`src/rtl/usb_buffer_arbiter_if.sv`:
```
`default_nettype none
// ============================================================================
//  Module   : usb_buffer_arbiter_if
//  Brief    : SIE byte port and J1 I/O bus bundle for the packet buffer arbiter
//  Revision : 1.0
// ============================================================================
interface usb_buffer_arbiter_if #(
    parameter int AW = 6
) ();
    logic          sie_req;
    logic          sie_we;
    logic [AW-1:0] sie_addr;
    logic [7:0]    sie_wdata;
    logic          sie_ack;
    logic [7:0]    sie_rdata;

    logic [15:0]   io_addr;
    logic [15:0]   io_dout;
    logic          io_rd;
    logic          io_wr;
    logic [7:0]    io_rdata;
    logic          io_busy;
    logic          io_err;

    // master: SIE + J1 side; slave: the arbiter that owns the RAM
    modport master (
        output sie_req, sie_we, sie_addr, sie_wdata, io_addr, io_dout, io_rd, io_wr,
        input  sie_ack, sie_rdata, io_rdata, io_busy, io_err
    );

    modport slave (
        input  sie_req, sie_we, sie_addr, sie_wdata, io_addr, io_dout, io_rd, io_wr,
        output sie_ack, sie_rdata, io_rdata, io_busy, io_err
    );
endinterface
`default_nettype wire

```
`src/rtl/usb_buffer_arbiter.sv`:
```
`default_nettype none
// ============================================================================
//  Module   : usb_buffer_arbiter
//  Brief    : Shares the single-port USB packet buffer between SIE and J1 CPU
//  Revision : 1.0
// ============================================================================
module usb_buffer_arbiter #(
    parameter int          DEPTH     = 64,
    parameter logic [15:0] BASE_ADDR = 16'h0100
) (
    input wire                  clk,
    input wire                  reset,
    usb_buffer_arbiter_if.slave bus
);
    localparam int AW = $clog2(DEPTH);
    localparam logic [15-AW:0] c_win_tag = BASE_ADDR[15:AW];

    typedef enum logic [1:0] {
        ST_IDLE    = 2'd0,
        ST_SIE_GNT = 2'd1,
        ST_CPU_GNT = 2'd2
    } state_t;

    logic [7:0]    r_mem [DEPTH];
    state_t        r_state;
    state_t        w_state_nxt;
    logic          r_last_cpu;
    logic          r_cpu_pend;
    logic          r_cpu_we;
    logic [AW-1:0] r_cpu_addr;
    logic [7:0]    r_cpu_wdata;
    logic [7:0]    r_sie_rdata;
    logic [7:0]    r_io_rdata;
    logic          r_io_err;

    logic          w_hit;
    logic          w_sie_elig;
    logic          w_cpu_elig;
    logic          w_sie_gnt;
    logic          w_cpu_gnt;
    logic          w_mem_we;
    logic [AW-1:0] w_mem_addr;
    logic [7:0]    w_mem_wdata;
    logic          w_unused;

    assign w_unused   = ^bus.io_dout[15:8];
    assign w_hit      = (bus.io_rd | bus.io_wr) && (bus.io_addr[15:AW] == c_win_tag);
    // The SIE holds sie_req through its ack cycle, so it is not a new request then
    assign w_sie_elig = bus.sie_req && (r_state != ST_SIE_GNT);
    assign w_cpu_elig = r_cpu_pend;

    always_comb begin
        w_state_nxt = ST_IDLE;
        case (r_state)
            ST_SIE_GNT: w_state_nxt = w_cpu_elig ? ST_CPU_GNT : ST_IDLE;
            ST_CPU_GNT: w_state_nxt = w_sie_elig ? ST_SIE_GNT : ST_IDLE;
            default: begin
                if (w_sie_elig && (!w_cpu_elig || r_last_cpu))
                    w_state_nxt = ST_SIE_GNT;
                else if (w_cpu_elig)
                    w_state_nxt = ST_CPU_GNT;
            end
        endcase
    end

    assign w_sie_gnt = (w_state_nxt == ST_SIE_GNT);
    assign w_cpu_gnt = (w_state_nxt == ST_CPU_GNT);

    always_ff @(posedge clk or negedge reset) begin
        if (!reset) begin
            r_state     <= ST_IDLE;
            r_last_cpu  <= 1'b1;
            r_cpu_pend  <= 1'b0;
            r_cpu_we    <= 1'b0;
            r_cpu_addr  <= '0;
            r_cpu_wdata <= 8'h00;
            r_sie_rdata <= 8'h00;
            r_io_rdata  <= 8'h00;
            r_io_err    <= 1'b0;
        end else begin
            r_state <= w_state_nxt;
            if (w_sie_gnt) begin
                r_last_cpu <= 1'b0;
                if (!bus.sie_we)
                    r_sie_rdata <= r_mem[bus.sie_addr];
            end
            if (w_cpu_gnt) begin
                r_last_cpu <= 1'b1;
                r_cpu_pend <= 1'b0;
                if (!r_cpu_we)
                    r_io_rdata <= r_mem[r_cpu_addr];
            end
            // Capture and grant are exclusive: a grant needs cpu_pend, a capture needs it clear
            if (w_hit) begin
                if (r_cpu_pend) begin
                    r_io_err <= 1'b1;
                end else begin
                    r_cpu_pend  <= 1'b1;
                    r_cpu_we    <= bus.io_wr;
                    r_cpu_addr  <= bus.io_addr[AW-1:0];
                    r_cpu_wdata <= bus.io_dout[7:0];
                end
            end
        end
    end

    // Writes are gated by reset so an aborted pending op never reaches the RAM
    assign w_mem_we    = reset && ((w_sie_gnt && bus.sie_we) || (w_cpu_gnt && r_cpu_we));
    assign w_mem_addr  = w_sie_gnt ? bus.sie_addr  : r_cpu_addr;
    assign w_mem_wdata = w_sie_gnt ? bus.sie_wdata : r_cpu_wdata;

    always_ff @(posedge clk) begin
        if (w_mem_we)
            r_mem[w_mem_addr] <= w_mem_wdata;
    end

    assign bus.sie_ack   = (r_state == ST_SIE_GNT);
    assign bus.sie_rdata = r_sie_rdata;
    assign bus.io_rdata  = r_io_rdata;
    assign bus.io_busy   = r_cpu_pend;
    assign bus.io_err    = r_io_err;
endmodule
`default_nettype wire

```
`src/flat_wrapper.sv`:
```
// flat-port wrapper written by rule: the top's interface ports become plain ports
module usb_buffer_arbiter_flat 
#(
    parameter int          DEPTH     = 64,
    parameter logic [15:0] BASE_ADDR = 16'h0100
)
  (clk, reset, bus_sie_req, bus_sie_we, bus_sie_addr, bus_sie_wdata, bus_io_addr, bus_io_dout, bus_io_rd, bus_io_wr, bus_sie_ack, bus_sie_rdata, bus_io_rdata, bus_io_busy, bus_io_err);
  usb_buffer_arbiter_if #(.AW(6)) bus_i ();
  input wire clk;
  input wire reset;
  input wire logic [$bits(bus_i.sie_req)-1:0] bus_sie_req;
  input wire logic [$bits(bus_i.sie_we)-1:0] bus_sie_we;
  input wire logic [$bits(bus_i.sie_addr)-1:0] bus_sie_addr;
  input wire logic [$bits(bus_i.sie_wdata)-1:0] bus_sie_wdata;
  input wire logic [$bits(bus_i.io_addr)-1:0] bus_io_addr;
  input wire logic [$bits(bus_i.io_dout)-1:0] bus_io_dout;
  input wire logic [$bits(bus_i.io_rd)-1:0] bus_io_rd;
  input wire logic [$bits(bus_i.io_wr)-1:0] bus_io_wr;
  output wire logic [$bits(bus_i.sie_ack)-1:0] bus_sie_ack;
  output wire logic [$bits(bus_i.sie_rdata)-1:0] bus_sie_rdata;
  output wire logic [$bits(bus_i.io_rdata)-1:0] bus_io_rdata;
  output wire logic [$bits(bus_i.io_busy)-1:0] bus_io_busy;
  output wire logic [$bits(bus_i.io_err)-1:0] bus_io_err;
  assign bus_i.sie_req = bus_sie_req;
  assign bus_i.sie_we = bus_sie_we;
  assign bus_i.sie_addr = bus_sie_addr;
  assign bus_i.sie_wdata = bus_sie_wdata;
  assign bus_i.io_addr = bus_io_addr;
  assign bus_i.io_dout = bus_io_dout;
  assign bus_i.io_rd = bus_io_rd;
  assign bus_i.io_wr = bus_io_wr;
  assign bus_sie_ack = bus_i.sie_ack;
  assign bus_sie_rdata = bus_i.sie_rdata;
  assign bus_io_rdata = bus_i.io_rdata;
  assign bus_io_busy = bus_i.io_busy;
  assign bus_io_err = bus_i.io_err;
  usb_buffer_arbiter #(.DEPTH(DEPTH), .BASE_ADDR(BASE_ADDR)) u_core (.clk(clk), .reset(reset), .bus(bus_i));
endmodule
```
`config.mk`:
```
export PLATFORM = sky130hd
export DESIGN_NAME = usb_buffer_arbiter_flat
export DESIGN_NICKNAME = d
export VERILOG_FILES = /design/src/rtl/usb_buffer_arbiter_if.sv /design/src/rtl/usb_buffer_arbiter.sv /design/src/flat_wrapper.sv
export SDC_FILE = /design/constraint.sdc
export NUM_CORES = 1
export LEC_CHECK = 0
export ABC_AREA = 1
export CAP_MARGIN = 10
export CELL_PAD_IN_SITES_DETAIL_PLACEMENT = 1
export CELL_PAD_IN_SITES_GLOBAL_PLACEMENT = 1
export CORE_MARGIN = 4
export CORE_UTILIZATION = 52
export CTS_CLUSTER_SIZE = 28
export DETAILED_ROUTE_END_ITERATION = 8
export PLACE_DENSITY_LB_ADDON = 0.1
export SETUP_SLACK_MARGIN = 0.4
export SLEW_MARGIN = 10
export SYNTH_ARGS = -nofsm -noshare
export SYNTH_HDL_FRONTEND = slang
export SYNTH_SLANG_ARGS = --single-unit
```
`constraint.sdc`:
```
create_clock -name clk -period 8.5 [get_ports clk]
set_input_delay 2.125 -clock clk [delete_from_list [all_inputs] [get_ports clk]]
set_output_delay 2.125 -clock clk [all_outputs]
set_load 0.01 [all_outputs]
```
* Yosys cells after proc, flatten, opt, wreduce, memory -nomap -nowiden *
Memory sizes are Yosys's and may differ from the RTL's. A register that Yosys moved wholly into a read port is not among the register bits.
Index checks and enable logic that the tools add are counted.

operators by class
  eq/ne operators = 6
  mux-type cells = 13
  bitwise logic cells = 4
  reduce and logical (&&, ||, !) cells = 16

operators with widths
  operator                                        number
  == test 10 x 3 -> 1 bit, second input constant  1
  two-way mux 1 bit                               8
  two-way mux 8 bit                               1
  AND reduction 2 bit                             4
  logical AND 1 bit                               6
  two-way mux 6 bit                               1
  == test 2 x 1 -> 1 bit, second input constant   2
  == test 2 bit, second input constant            2
  two-way mux 2 bit                               2
  case mux 2 bit (2 select lines)                 1
  zero test 1 bit                                 3
  NOT 1 bit                                       3
  logical OR 1 bit                                2
  != test 2 x 1 -> 1 bit, second input constant   1
  nonzero test 2 bit                              1
  bitwise OR 1 bit                                1

word-level totals
  flip-flop bits (word level) = 20
  memory bits (writable) = 512
  input bits = 52
  output and inout port bits = 19
  logic and storage cells = 47
  memories kept = 1

memories
  name          depth  bits a word  rd ports  clocked after memory_dff  write ports  RTL line                  text
  u_core.r_mem  64     8            2         2                         1            usb_buffer_arbiter.sv:24  logic [7:0] r_mem [DEPTH];

* Logic depth before layout (Yosys ltp) *
Gate-level depths: netlist of the first run.

  word-level depth = 11
  depth in mapped cells = 15
  gate-level depth less buffers = 14

* Worst setup path after synthesis of the first run *
No wires, ideal clock.

  path type = input-to-reg
  from = input bus_sie_req
  to = memory u_core.r_mem[56][0], enable pin
  library setup time = 0.370 ns
  arrival time = 4.150 ns
  required time = 8.130 ns
  slack = 3.980 ns
  cell stages on the path = 11
  path buffers = 1
  path through = o2111ai_1 > inv_1 > nor3_1 > inv_1 > ha_1 > buf_2 > o21ai_0 > inv_1 > nor2_1 > nand2_1 > nor2_1

on the way
  longest elaborated chain between the ends = 10
  elaborated cells between the ends (all ways) = 14
  those cells by class = 2 x eq/ne; 6 x mux; 6 x reduce/logical

ends and longest elaborated chain
  element                                                         RTL line                                            text
  from (decl)                                                     flat_wrapper.sv:11                                  input wire logic [$bits(bus_i.sie_req)-1:0] bus_sie_req;
  logical AND 1 bit (*)                                           usb_buffer_arbiter.sv:49                            assign w_sie_elig = bus.sie_req && (r_state != ST_SIE_GNT);
  logical AND 1 bit (*)                                           usb_buffer_arbiter.sv:58                            if (w_sie_elig && (!w_cpu_elig || r_last_cpu))
  two-way mux 2 bit (*)                                           usb_buffer_arbiter.sv:58
  case mux 2 bit (2 select lines) (*)                             usb_buffer_arbiter.sv:54                            case (r_state)
  named net u_core.w_state_nxt[1]                                 usb_buffer_arbiter.sv:26                            state_t w_state_nxt;
  == test 2 x 1 -> 1 bit / == test 2 bit (equally long branches)  usb_buffer_arbiter.sv:66, usb_buffer_arbiter.sv:67
  logical AND 1 bit                                               usb_buffer_arbiter.sv:108                           assign w_mem_we = reset && ((w_sie_gnt && bus.sie_we) || (w_cpu_gnt && r_cpu_we));
  logical OR 1 bit                                                usb_buffer_arbiter.sv:108
  logical AND 1 bit                                               usb_buffer_arbiter.sv:108
  two-way mux 1 bit                                               usb_buffer_arbiter.sv:113                           if (w_mem_we)
  two-way mux 1 bit (implied by the code)                         usb_buffer_arbiter.sv:114                           r_mem[w_mem_addr] <= w_mem_wdata;
  to (decl)                                                       usb_buffer_arbiter.sv:24

The timed path passes the listed nets; every way through them passes the cells marked *.

* Final worst setup path of the first run *
  from = input bus_sie_req
  to = memory u_core.r_mem[50][0], enable pin

on the way
  longest elaborated chain between the ends = 10
  elaborated cells between the ends (all ways) = 14
  those cells by class = 2 x eq/ne; 6 x mux; 6 x reduce/logical

ends and longest elaborated chain
  element                                                         RTL line
  logical AND 1 bit (*)                                           usb_buffer_arbiter.sv:49
  logical AND 1 bit                                               usb_buffer_arbiter.sv:58
  two-way mux 2 bit                                               usb_buffer_arbiter.sv:58
  case mux 2 bit (2 select lines) (*)                             usb_buffer_arbiter.sv:54
  named net u_core.w_state_nxt[0]                                 usb_buffer_arbiter.sv:26
  == test 2 x 1 -> 1 bit / == test 2 bit (equally long branches)  usb_buffer_arbiter.sv:66, usb_buffer_arbiter.sv:67
  logical AND 1 bit                                               usb_buffer_arbiter.sv:108
  logical OR 1 bit                                                usb_buffer_arbiter.sv:108
  logical AND 1 bit                                               usb_buffer_arbiter.sv:108
  two-way mux 1 bit                                               usb_buffer_arbiter.sv:113
  two-way mux 1 bit (implied by the code)                         usb_buffer_arbiter.sv:114

Marked as above.

==> impl_metrics.csv, run 1 <==
group,metric,value,unit
critical_path,path_class,"input pin to register",
floorplanning,core_area,0.0526,mm^2
clock_network,cts_setup_buffers,0,
timing,setup-violations-final,0,
global_route,grt_pass1_wl,152000,um
yosys,synth_cells,3102,
power,pwr-share-clk,42.8,%
clock_network,cts_tree,"done",
floorplanning,start_util,52.5,%
yosys,synth-xor-area-share,0,%
clock_network,cts_buffer_depth,3,
yosys,yosys-top-cells-area,"edfxtp_1 (56%), nand2_1 (17%), nand3_1 (17%), dfrtp_1 (3.2%), buf_2 (2.3%)",
critical_path,end_kind,"register",
yosys,yosysMostFrequentCell,"nand2_1",
timing,fmax,0.172,GHz
clock_network,cts-resized-gates,0,
route,viasPerCell,6.44,
timing,setup_slack,2690,ps
clock_network,cts_sinks,548,
power,ir_drop,0.194,mV
yosys,ys_seq_area_share,59.0,%
critical_path,rr_endpoint,"u_core.r_mem[50][0]$_DFFE_PP_",
route,drtIter0Drc,2787,
timing,fin_crit,5810,ps
floorplanning,die_w,238,um
placed_design,gp_congestion,0.865,
yosys,synth_top_family_by_area,"simple AND/OR/NAND/NOR gates",
critical_path,arrival,6060,ps
yosys,synth_cell_types,29,
timing,finalSetupTns,0,ps
yosys,netlist_area,0.0276,mm^2
clock_network,clk_latency,640,ps
placed_design,hpwl,59000,um
route,wl_per_cell,26.9,um
yosys,synth_fa_ha_area_share,0.181,%
power,p_leak,11.7,nW
timing,worst_pin_slew,1130,ps
route,num_vias,24200,
timing,period_share,68.4,%
critical_path,crit_start,"bus_sie_req",
critical_path,r2r_slack,3950,ps
timing,slew-limit-headroom,24.7,%
power,p_per_area,217,mW/mm^2
status,status,"completed",
placed_design,dp_slack,2100,ps
placed_design,port_buffers,62,
critical_path,worstPathRequired,8750,ps
yosys,synth.avg_cell_area,8.90,um^2
floorplanning,fp-row-count,84,
floorplanning,ios,71,
layout,diodes,0,
layout,drive_above_1_share,5.82,%
clock_network,holdBufCountCts,0,
yosys,synth_top_flop_cell,"edfxtp_1",
yosys,synthArstFlopShare,6.57,%
global_route,grt_pass1_vias,25200,
yosys,yosysWarnings,0,
timing,skew,25.4,ps
power,switchingPower,1.65,mW
yosys,yosys.area_share.simple,35.7,%
route,ant_nets,0,
route,drc,0,
floorplanning,die_y,238,um
clock_network,clockRootBuffer,"clkbuf_16",
floorplanning,die-area,0.0568,mm^2
critical_path,r2r_start,"u_core.r_state[0]$_DFF_PN0_",
power,sw_frac_of_total,25.0,%
global_route,grt_usage,35.1,%
yosys,ys_ff_latch,548,
route,drt-pass1-iter-count,5,
yosys,synth_common_cells,"nand2_1 (1254), nand3_1 (931), edfxtp_1 (512)",
critical_path,r2r_cells,10,
clock_network,h-tree-depth,2,
layout,fin_nets,3086,
global_route,grt_max_degree,169,
layout,syn_to_final_growth,10.2,%
flow_run,drv_cap,0,
hold_path,hold_path_class,"register to register",
global_route,overflow,0,
timing,rsz0062_at_grt,"false",
clock_network,cts_buffers,57,
timing,drv_slew,0,
yosys,synth_mux_area_share,0.612,%
layout,fillers,5964,
critical_path,start_kind,"input pin",
critical_path,crit_path_max_fanout,22,
yosys,synth-edff-count,512,
timing,hold_viol_final,0,
route,routed_wl,101000,um
yosys,synth-compound-area-share,0.394,%
power,internal-power,4.95,mW
critical_path,critical_path.endpoint,"u_core.r_mem[50][0]$_DFFE_PP_",
global_route,antenna_found_initial,1,
yosys,synth_nets,3158,
yosys,synth_top_cell_area_share,55.7,%
power,comb_power_share,10.6,%
clock_network,clkTransAtPathRegs,60,ps
yosys,yosysTopAreaCell,"edfxtp_1",
power,seqPwrFrac,46.6,%
## worst max-delay path, stage by stage
cell	delay [ps]
clkdlybuf4s50_1	510
o2111ai_1	160
inv_1	120
a31oi_1	70
inv_1	120
ha_1	900
nand2_2	130
a21boi_4	570
nand4_4	470
nor2_1	860
## layout make-up
class / instances / area, um^2 / share of cell area, %
Timing Repair Buffer: 92 / 862 / 2.83
Sequential cell: 548 / 16300 / 53.5
Inverter: 30 / 134 / 0.440
Multi-Input combinational cell: 2301 / 10200 / 33.5
Clock buffer: 66 / 1510 / 4.97
Tap cell: 688 / 861 / 2.83
Clock inverter: 40 / 582 / 1.91
## layout by cell type (no fill, tap or decap), drive strengths merged
| master | netlist | layout |
|---|---|---|
| nand3 | 932 | 932 |
| bufinv | 0 | 15 |
| edfxtp | 512 | 512 |
| a31o | 1 | 1 |
| dfstp | 1 | 1 |
| nor3 | 1 | 1 |
| a21boi | 1 | 1 |
| nor4 | 2 | 2 |
| dfrtp | 35 | 35 |
| clkbuf | 58 | 67 |
| o2111ai | 1 | 1 |
| o21ai | 8 | 8 |
| nand2 | 1255 | 1255 |
| ha | 4 | 4 |
| clkdlybuf4s50 | 0 | 58 |
| nor2 | 72 | 72 |
| mux2 | 15 | 15 |
| clkinv | 2 | 25 |
| inv | 28 | 28 |
| a31oi | 1 | 1 |
| clkinvlp | 0 | 2 |
| buf | 165 | 33 |
| nand4 | 8 | 8 |
## power by group through the flow
stage	combinational (mW)	clock [mW]	sequential, mW
after detailed placement	0.681	0	3.13
after CTS	0.688	2.84	3.07
after floorplan	0.367	0	3.13
final	0.701	2.82	3.07
after global placement	0.653	0	3.12
after global routing	0.742	2.95	3.07
## metrics by stage
step | hold WS, ps | instances | power (mW) | cell area [um^2] | utilization, %
2_1_floorplan | 457 | 3102 | 3.50 | 27600 | -
3_3_place_gp | 452 | 3659 | 3.78 | 28300 | 53.9
3_5_place_dp | 468 | 3659 | 3.81 | 28300 | 53.9
4_1_cts | 483 | 3765 | 6.60 | 30400 | 57.9
5_1_grt | 517 | 3765 | 6.77 | 30400 | 57.9
6_report | 481 | 3765 | 6.59 | 30400 | 57.9
## state kept, by name, summed over array words and instances (netlist names)
signal	cells
u_core.r_cpu_wdata	8
u_core.r_cpu_addr	6
u_core.r_mem	512
u_core.bus.io_err	1
u_core.r_last_cpu	1
u_core.r_state	2
u_core.bus.sie_rdata	8
u_core.r_cpu_we	1
u_core.bus.io_rdata	8
u_core.bus.io_busy	1
## worst min-delay path by stage
| stage | from | end | slack (ps) | cells after the start |
|---|---|---|---|---|
| 2_1_floorplan | u_core.r_last_cpu$_DFFE_PN1P_ | u_core.r_last_cpu$_DFFE_PN1P_ | 460 | 2 |
| 3_3_place_gp | u_core.bus.io_err$_DFFE_PN0P_ | u_core.bus.io_err$_DFFE_PN0P_ | 450 | 1 |
| 3_5_place_dp | u_core.bus.io_rdata[1]$_DFFE_PN0P_ | u_core.bus.io_rdata[1]$_DFFE_PN0P_ | 470 | 2 |
| 4_1_cts | u_core.bus.io_rdata[1]$_DFFE_PN0P_ | u_core.bus.io_rdata[1]$_DFFE_PN0P_ | 480 | 2 |
| 5_1_grt | u_core.bus.sie_rdata[7]$_DFFE_PN0P_ | u_core.bus.sie_rdata[7]$_DFFE_PN0P_ | 520 | 2 |
| 6_report | u_core.bus.io_rdata[1]$_DFFE_PN0P_ | u_core.bus.io_rdata[1]$_DFFE_PN0P_ | 480 | 2 |
## per-layer routing
layer	vias to the layer above	GRT usage (%)	share of wire [%]
li1	10500	-	-
met1	12100	47.3	39
met2	1322	57.0	48
met3	292	5.32	8.6
met4	2	15.6	4.7
met5	-	0	0.013
## logic make-up (layout without fill, tap and decap cells)
group                    Yosys count  in the layout
AND/OR/NAND/NOR                 2270           2270
flip-flops                       548            548
buffers and inverters            253            228
multiplexers                      15             15
AO/OA/AOI/OAI                     12             12
adder cells (fa/ha/maj)            4              4
Note: power is estimated with default switching activity, not from simulation.
==> inputs of run 2 (changes only) <==
--- a/config.mk
+++ b/config.mk
@@ -10,7 +10,7 @@
 export CELL_PAD_IN_SITES_DETAIL_PLACEMENT = 1
 export CELL_PAD_IN_SITES_GLOBAL_PLACEMENT = 1
 export CORE_MARGIN = 4
-export CORE_UTILIZATION = 52
+export CORE_UTILIZATION = 48
 export CTS_CLUSTER_SIZE = 28
 export DETAILED_ROUTE_END_ITERATION = 8
 export PLACE_DENSITY_LB_ADDON = 0.1
==> constraint.sdc (replaced) <==
create_clock -name clk -period 5.45 [get_ports clk]
set_input_delay 1.3625 -clock clk [delete_from_list [all_inputs] [get_ports clk]]
set_output_delay 1.3625 -clock clk [all_outputs]
set_load 0.01 [all_outputs]
==> run 2 against run 1 <==
  * Total power rose by 46%
  * Clock power rose by 34%
  * Global-route usage fell by 2.1 points
  * Non-clock buffer count rose by 78
  * Clock skew fell by 3.0 ps
  * Wire length rose by 0.46%
  * Core utilization fell by 3.5 points
  * Flip-flop and latch count did not move
  * Via count barely moved
  * First-iteration DRC count fell by 19%
  * Die area rose by 8.1%
  * Final area rose by 1.4%
  * Largest cell class unchanged
==> impl_metrics.csv, run 2 (same netlist as run 1, synthesis figures left out) <==
group,metric,value,unit
timing,period_share,81.7,%
global_route,antenna_found_initial,0,
placed_design,hpwl,61200,um
critical_path,crit_path_max_fanout,40,
critical_path,worstPathRequired,5800,ps
clock_network,clockRootBuffer,"clkbuf_16",
floorplanning,die_y,248,um
flow_run,drv_cap,0,
timing,finalSetupTns,0,ps
clock_network,cts_buffer_depth,3,
layout,largest_register_ff_count,512,
clock_network,h-tree-depth,2,
placed_design,port_buffers,62,
clock_network,clk_latency,630,ps
layout,drive_above_1_share,7.61,%
global_route,grt_max_degree,187,
floorplanning,ios,71,
clock_network,holdBufCountCts,0,
route,viasPerCell,6.20,
placed_design,place_inst,3805,
layout,layout_common_cells,"nand2_1 (1246), nand3_1 (931), edfxtp_1 (512), buf_4 (102), nor2_1 (71)",
timing,slew-limit-headroom,24.1,%
route,drc,0,
global_route,grt_usage,33.0,%
global_route,grt_pass1_wl,153000,um
layout,final_common_cell,"nand2_1",
layout,fillers,6477,
hold_path,hold_path_class,"register to register",
route,drt-pass1-iter-count,5,
timing,drv_slew,0,
floorplanning,die-area,0.0614,mm^2
power,power,9.65,mW
status,status,"completed",
timing,worst_pin_slew,1140,ps
critical_path,end_kind,"register",
layout,diodes,0,
timing,fin_crit,4450,ps
floorplanning,start_util,48.7,%
timing,fmax,0.225,GHz
clock_network,cts_sinks,548,
power,p_per_area,313,mW/mm^2
route,wl_per_cell,26.1,um
clock_network,cts_tree,"done",
route,ant_nets,0,
power,p_leak,12.0,nW
layout,syn_to_final_growth,11.7,%
route,routed_wl,102000,um
clock_network,cts_setup_buffers,0,
timing,setup-violations-final,0,
critical_path,start_kind,"input pin",
layout,top_register,"u_core.r_mem",
clock_network,cts-resized-gates,0,
floorplanning,fp-row-count,87,
route,drtIter0Drc,2255,
floorplanning,core_area,0.0567,mm^2
global_route,overflow,0,
placed_design,gp_congestion,0.899,
layout,stdcell_count,3911,
timing,skew,22.4,ps
timing,hold_viol_final,0,
clock_network,clkTransAtPathRegs,60,ps
layout,fin_nets,3166,
timing,rsz0062_at_grt,"false",
clock_network,cts_buffers,59,
global_route,grt_pass1_vias,25500,
critical_path,path_class,"input pin to register",
power,ir_drop,0.244,mV
critical_path,arrival,4800,ps
route,num_vias,24300,
floorplanning,die_w,248,um
[run 2: changes by cell type in the layout (fill, tap and decap cells not counted), moves of 2 or more]
| cell | before | now |
|---|---|---|
| buf_4 | 29 | 102 |
| inv_1 | 18 | 20 |
| clkinvlp_4 | 2 | 0 |
| inv_2 | 5 | 3 |
| clkbuf_1 | 6 | 20 |
| buf_12 | 2 | 7 |
| clkbuf_16 | 59 | 61 |
| bufinv_16 | 15 | 1 |
| clkbuf_8 | 2 | 4 |
[run 2: final timing paths]
path,endpoint,startpoint,slack (ps),cells past startpoint
setup / recovery,u_core.r_mem[55][1]$_DFFE_PP_,bus_sie_req,1000,10
hold / removal,u_core.bus.io_err$_DFFE_PN0P_,u_core.bus.io_err$_DFFE_PN0P_,480,1
setup reg to reg,u_core.r_mem[55][1]$_DFFE_PP_,u_core.r_state[0]$_DFF_PN0_,1530,10
hold reg to reg,u_core.bus.io_err$_DFFE_PN0P_,u_core.bus.io_err$_DFFE_PN0P_,480,1
max in group asynchronous,u_core.r_cpu_addr[1]$_DFFE_PN0P_,reset,4230,2
min in group asynchronous,u_core.r_cpu_wdata[2]$_DFFE_PN0P_,reset,810,2
[run 2: layer usage]
metal	share of wire (%)	up-vias	global-route usage (%)
met5	0	-	0
met4	4.3	0	13.6
met2	49	1024	55.7
li1	-	10700	-
met3	7.0	264	5.06
met1	40	12300	43.0
[run 2: cell type report]
class | count | area (um^2) | area share (%)
well taps | 756 | 946 | 3.07
multi-input cells | 2301 | 10200 | 33.0
clock buffers | 84 | 1640 | 5.33
inverters | 30 | 139 | 0.450
flip-flops and latches | 548 | 16300 | 52.8
clock inverters | 22 | 128 | 0.414
repair buffers | 170 | 1510 | 4.90
[run 2: worst max-delay path: stages]
cell,delay [ps]
clkdlybuf4s50_1,490
o2111ai_1,110
inv_1,90
a31oi_1,70
inv_1,100
ha_1,780
clkinv_1,520
nand2_1,190
nand2_2,580
buf_4,470
[run 2: through the flow]
step,cell area (um^2),worst slack (ps),util [%],hold WS (ps)
after floorplan,27600,1690,-,457
after global placement,29100,486,51.3,458
after detailed placement,29100,386,51.3,471
after CTS,30800,1050,54.4,486
after global routing,30800,797,54.4,509
final,30800,998,54.4,481
[run 2: power by group]
group / switching, mW / internal, mW / total, mW
combinational: 0.802 / 0.297 / 1.10
sequential: 0.0386 / 4.75 / 4.78
clock: 1.65 / 2.12 / 3.77
==> inputs of run 3 (changes only) <==
--- a/config.mk
+++ b/config.mk
@@ -10,7 +10,7 @@
 export CELL_PAD_IN_SITES_DETAIL_PLACEMENT = 1
 export CELL_PAD_IN_SITES_GLOBAL_PLACEMENT = 1
 export CORE_MARGIN = 4
-export CORE_UTILIZATION = 48
+export CORE_UTILIZATION = 44
 export CTS_CLUSTER_SIZE = 28
 export DETAILED_ROUTE_END_ITERATION = 8
 export PLACE_DENSITY_LB_ADDON = 0.1
==> constraint.sdc (replaced) <==
create_clock -name clk -period 3.8 [get_ports clk]
set_input_delay 0.95 -clock clk [delete_from_list [all_inputs] [get_ports clk]]
set_output_delay 0.95 -clock clk [all_outputs]
set_load 0.01 [all_outputs]
==> run 3 against run 2 <==
  * Clock skew fell by 1.7 ps
  * Hold slack got worse by 66 ps
  * Die area rose by 8.8%
  * Count of clock-buffer cells in the layout fell by 16
  * Flip-flop and latch count did not move
  * Via count rose by 0.53%
  * Critical path depth rose by 6
  * Critical endpoint is now u_core.r_mem[34][6]$_DFFE_PP_
  * Wire length rose by 3.2%
==> impl_metrics.csv, run 3 (same netlist as run 1, synthesis figures left out) <==
group,metric,value,unit
layout,fin_util,51.5,%
timing,drv_slew,0,
route,wl_per_cell,26.0,um
layout,multi_input_area,0.0102,mm^2
timing,holdWs,415,ps
timing,period_share,85.5,%
global_route,grt_max_degree,119,
clock_network,cts_sinks,548,
layout,stdcell_count,4048,
critical_path,r2r_cells,15,
layout,final_common_cell,"nand2_1",
route,ant_nets,0,
clock_network,cts_tree,"done",
timing,skew,20.7,ps
timing,fin_crit,3250,ps
global_route,antenna_found_initial,1,
floorplanning,core_area,0.0619,mm^2
layout,largest_register_ff_count,512,
timing,worst_pin_slew,827,ps
power,p_leak,12.5,nW
power,p_per_area,451,mW/mm^2
critical_path,worstPathRequired,4110,ps
critical_path,crit_path_max_fanout,13,
floorplanning,ios,71,
clock_network,clkTransAtPathRegs,60,ps
clock_network,cts_buffers,60,
route,drtIter0Drc,2102,
placed_design,dp_slack,-256,ps
global_route,grt_pass1_wl,157000,um
route,num_vias,24400,
route,routed_wl,105000,um
layout,fin_nets,3224,
timing,slew-limit-headroom,44.9,%
floorplanning,die_y,258,um
hold_path,hold_path_class,"input pin to async pin",
floorplanning,start_util,44.6,%
status,status,"completed",
floorplanning,die-area,0.0668,mm^2
placed_design,place_inst,3930,
timing,setup_slack,551,ps
layout,top_register,"u_core.r_mem",
layout,layout_common_cells,"nand2_1 (1243), nand3_1 (930), edfxtp_1 (512), buf_4 (128), nor2_1 (71)",
critical_path,r2r_start,"u_core.r_state[0]$_DFF_PN0_",
critical_path,path_class,"input pin to register",
route,drc,0,
timing,setup-violations-final,0,
global_route,grt_pass1_vias,25600,
critical_path,start_kind,"input pin",
placed_design,gp_congestion,0.883,
timing,fmax,0.308,GHz
clock_network,h-tree-depth,2,
critical_path,end_kind,"register",
timing,finalSetupTns,0,ps
layout,drive_above_1_share,9.56,%
placed_design,port_buffers,62,
flow_run,drv_cap,0,
clock_network,cts_buffer_depth,3,
clock_network,clk_latency,630,ps
timing,hold_viol_final,0,
timing,rsz0062_at_grt,"true",
critical_path,arrival,3560,ps
floorplanning,die_w,258,um
route,drt-pass1-iter-count,5,
clock_network,clockRootBuffer,"clkbuf_16",
layout,design_area,0.0319,mm^2
clock_network,holdBufCountCts,0,
route,viasPerCell,6.03,
critical_path,r2r_slack,660,ps
floorplanning,fp-row-count,91,
layout,fillers,7110,
placed_design,hpwl,65200,um
power,power,14.4,mW
power,ir_drop,0.415,mV
placed_design,postPlaceCellArea,0.0298,mm^2
global_route,grt_usage,30.8,%
critical_path,rr_endpoint,"u_core.r_mem[21][6]$_DFFE_PP_",
layout,syn_to_final_growth,15.5,%
global_route,overflow,0,
layout,diodes,0,
layout,seq_area,0.0163,mm^2
-- run 3: where the power goes --
| part | internal, mW | switching (mW) |
|---|---|---|
| sequential | 6.80 | 0.0551 |
| combinational | 0.518 | 1.22 |
| clock | 3.37 | 2.42 |
| total | 10.7 | 3.69 |
-- run 3: timing repair --
action                                 in CTS  in global routing
cloned                                      0                  0
pin swaps                                   2                  1
buffers inserted                            6                  7
setup endpoints to repair                  30                446
gates resized for setup                     0                  8
endpoints found under the hold margin       0                  0
-- run 3: how the worst max path moves through the flow --
stage,startpoint,endpoint,slack (ps),cells past startpoint
2_1_floorplan,bus_sie_req,u_core.r_mem[56][0]$_DFFE_PP_,450,11
3_3_place_gp,bus_sie_req,u_core.r_mem[58][2]$_DFFE_PP_,-180,15
3_5_place_dp,bus_sie_req,u_core.r_mem[58][2]$_DFFE_PP_,-260,14
4_1_cts,bus_sie_req,u_core.r_mem[56][3]$_DFFE_PP_,400,15
5_1_grt,bus_sie_req,u_core.r_mem[14][6]$_DFFE_PP_,330,15
6_report,bus_sie_req,u_core.r_mem[34][6]$_DFFE_PP_,550,16
-- run 3: critical path, stage by stage --
cell and delay, ps:
clkdlybuf4s50_1 500, o2111ai_1 120, inv_1 110, nor3_1 60
buf_4 150, inv_1 50, ha_2 190, buf_12 150
buf_6 150, nand2_2 70, a21boi_4 190, buf_12 190
nand4_4 170, buf_12 200, nor2_1 90, buf_4 200
-- run 3: area by class of cell --
type                    count  area share [%]
flip-flops and latches    548            51.1
clock buffers              68            4.87
inverters                  30           0.428
repair buffers            227            7.24
well taps                 837            3.28
multi-input cells        2301            32.0
clock inverters            37            1.12
-- run 3: layer usage --
layer	vias to the layer above	wire, um	GRT usage [%]
li1	10800	-	-
met1	12400	42700	40.3
met2	975	50400	51.5
met3	264	7010	4.30
met4	2	4920	13.9
met5	-	13	0
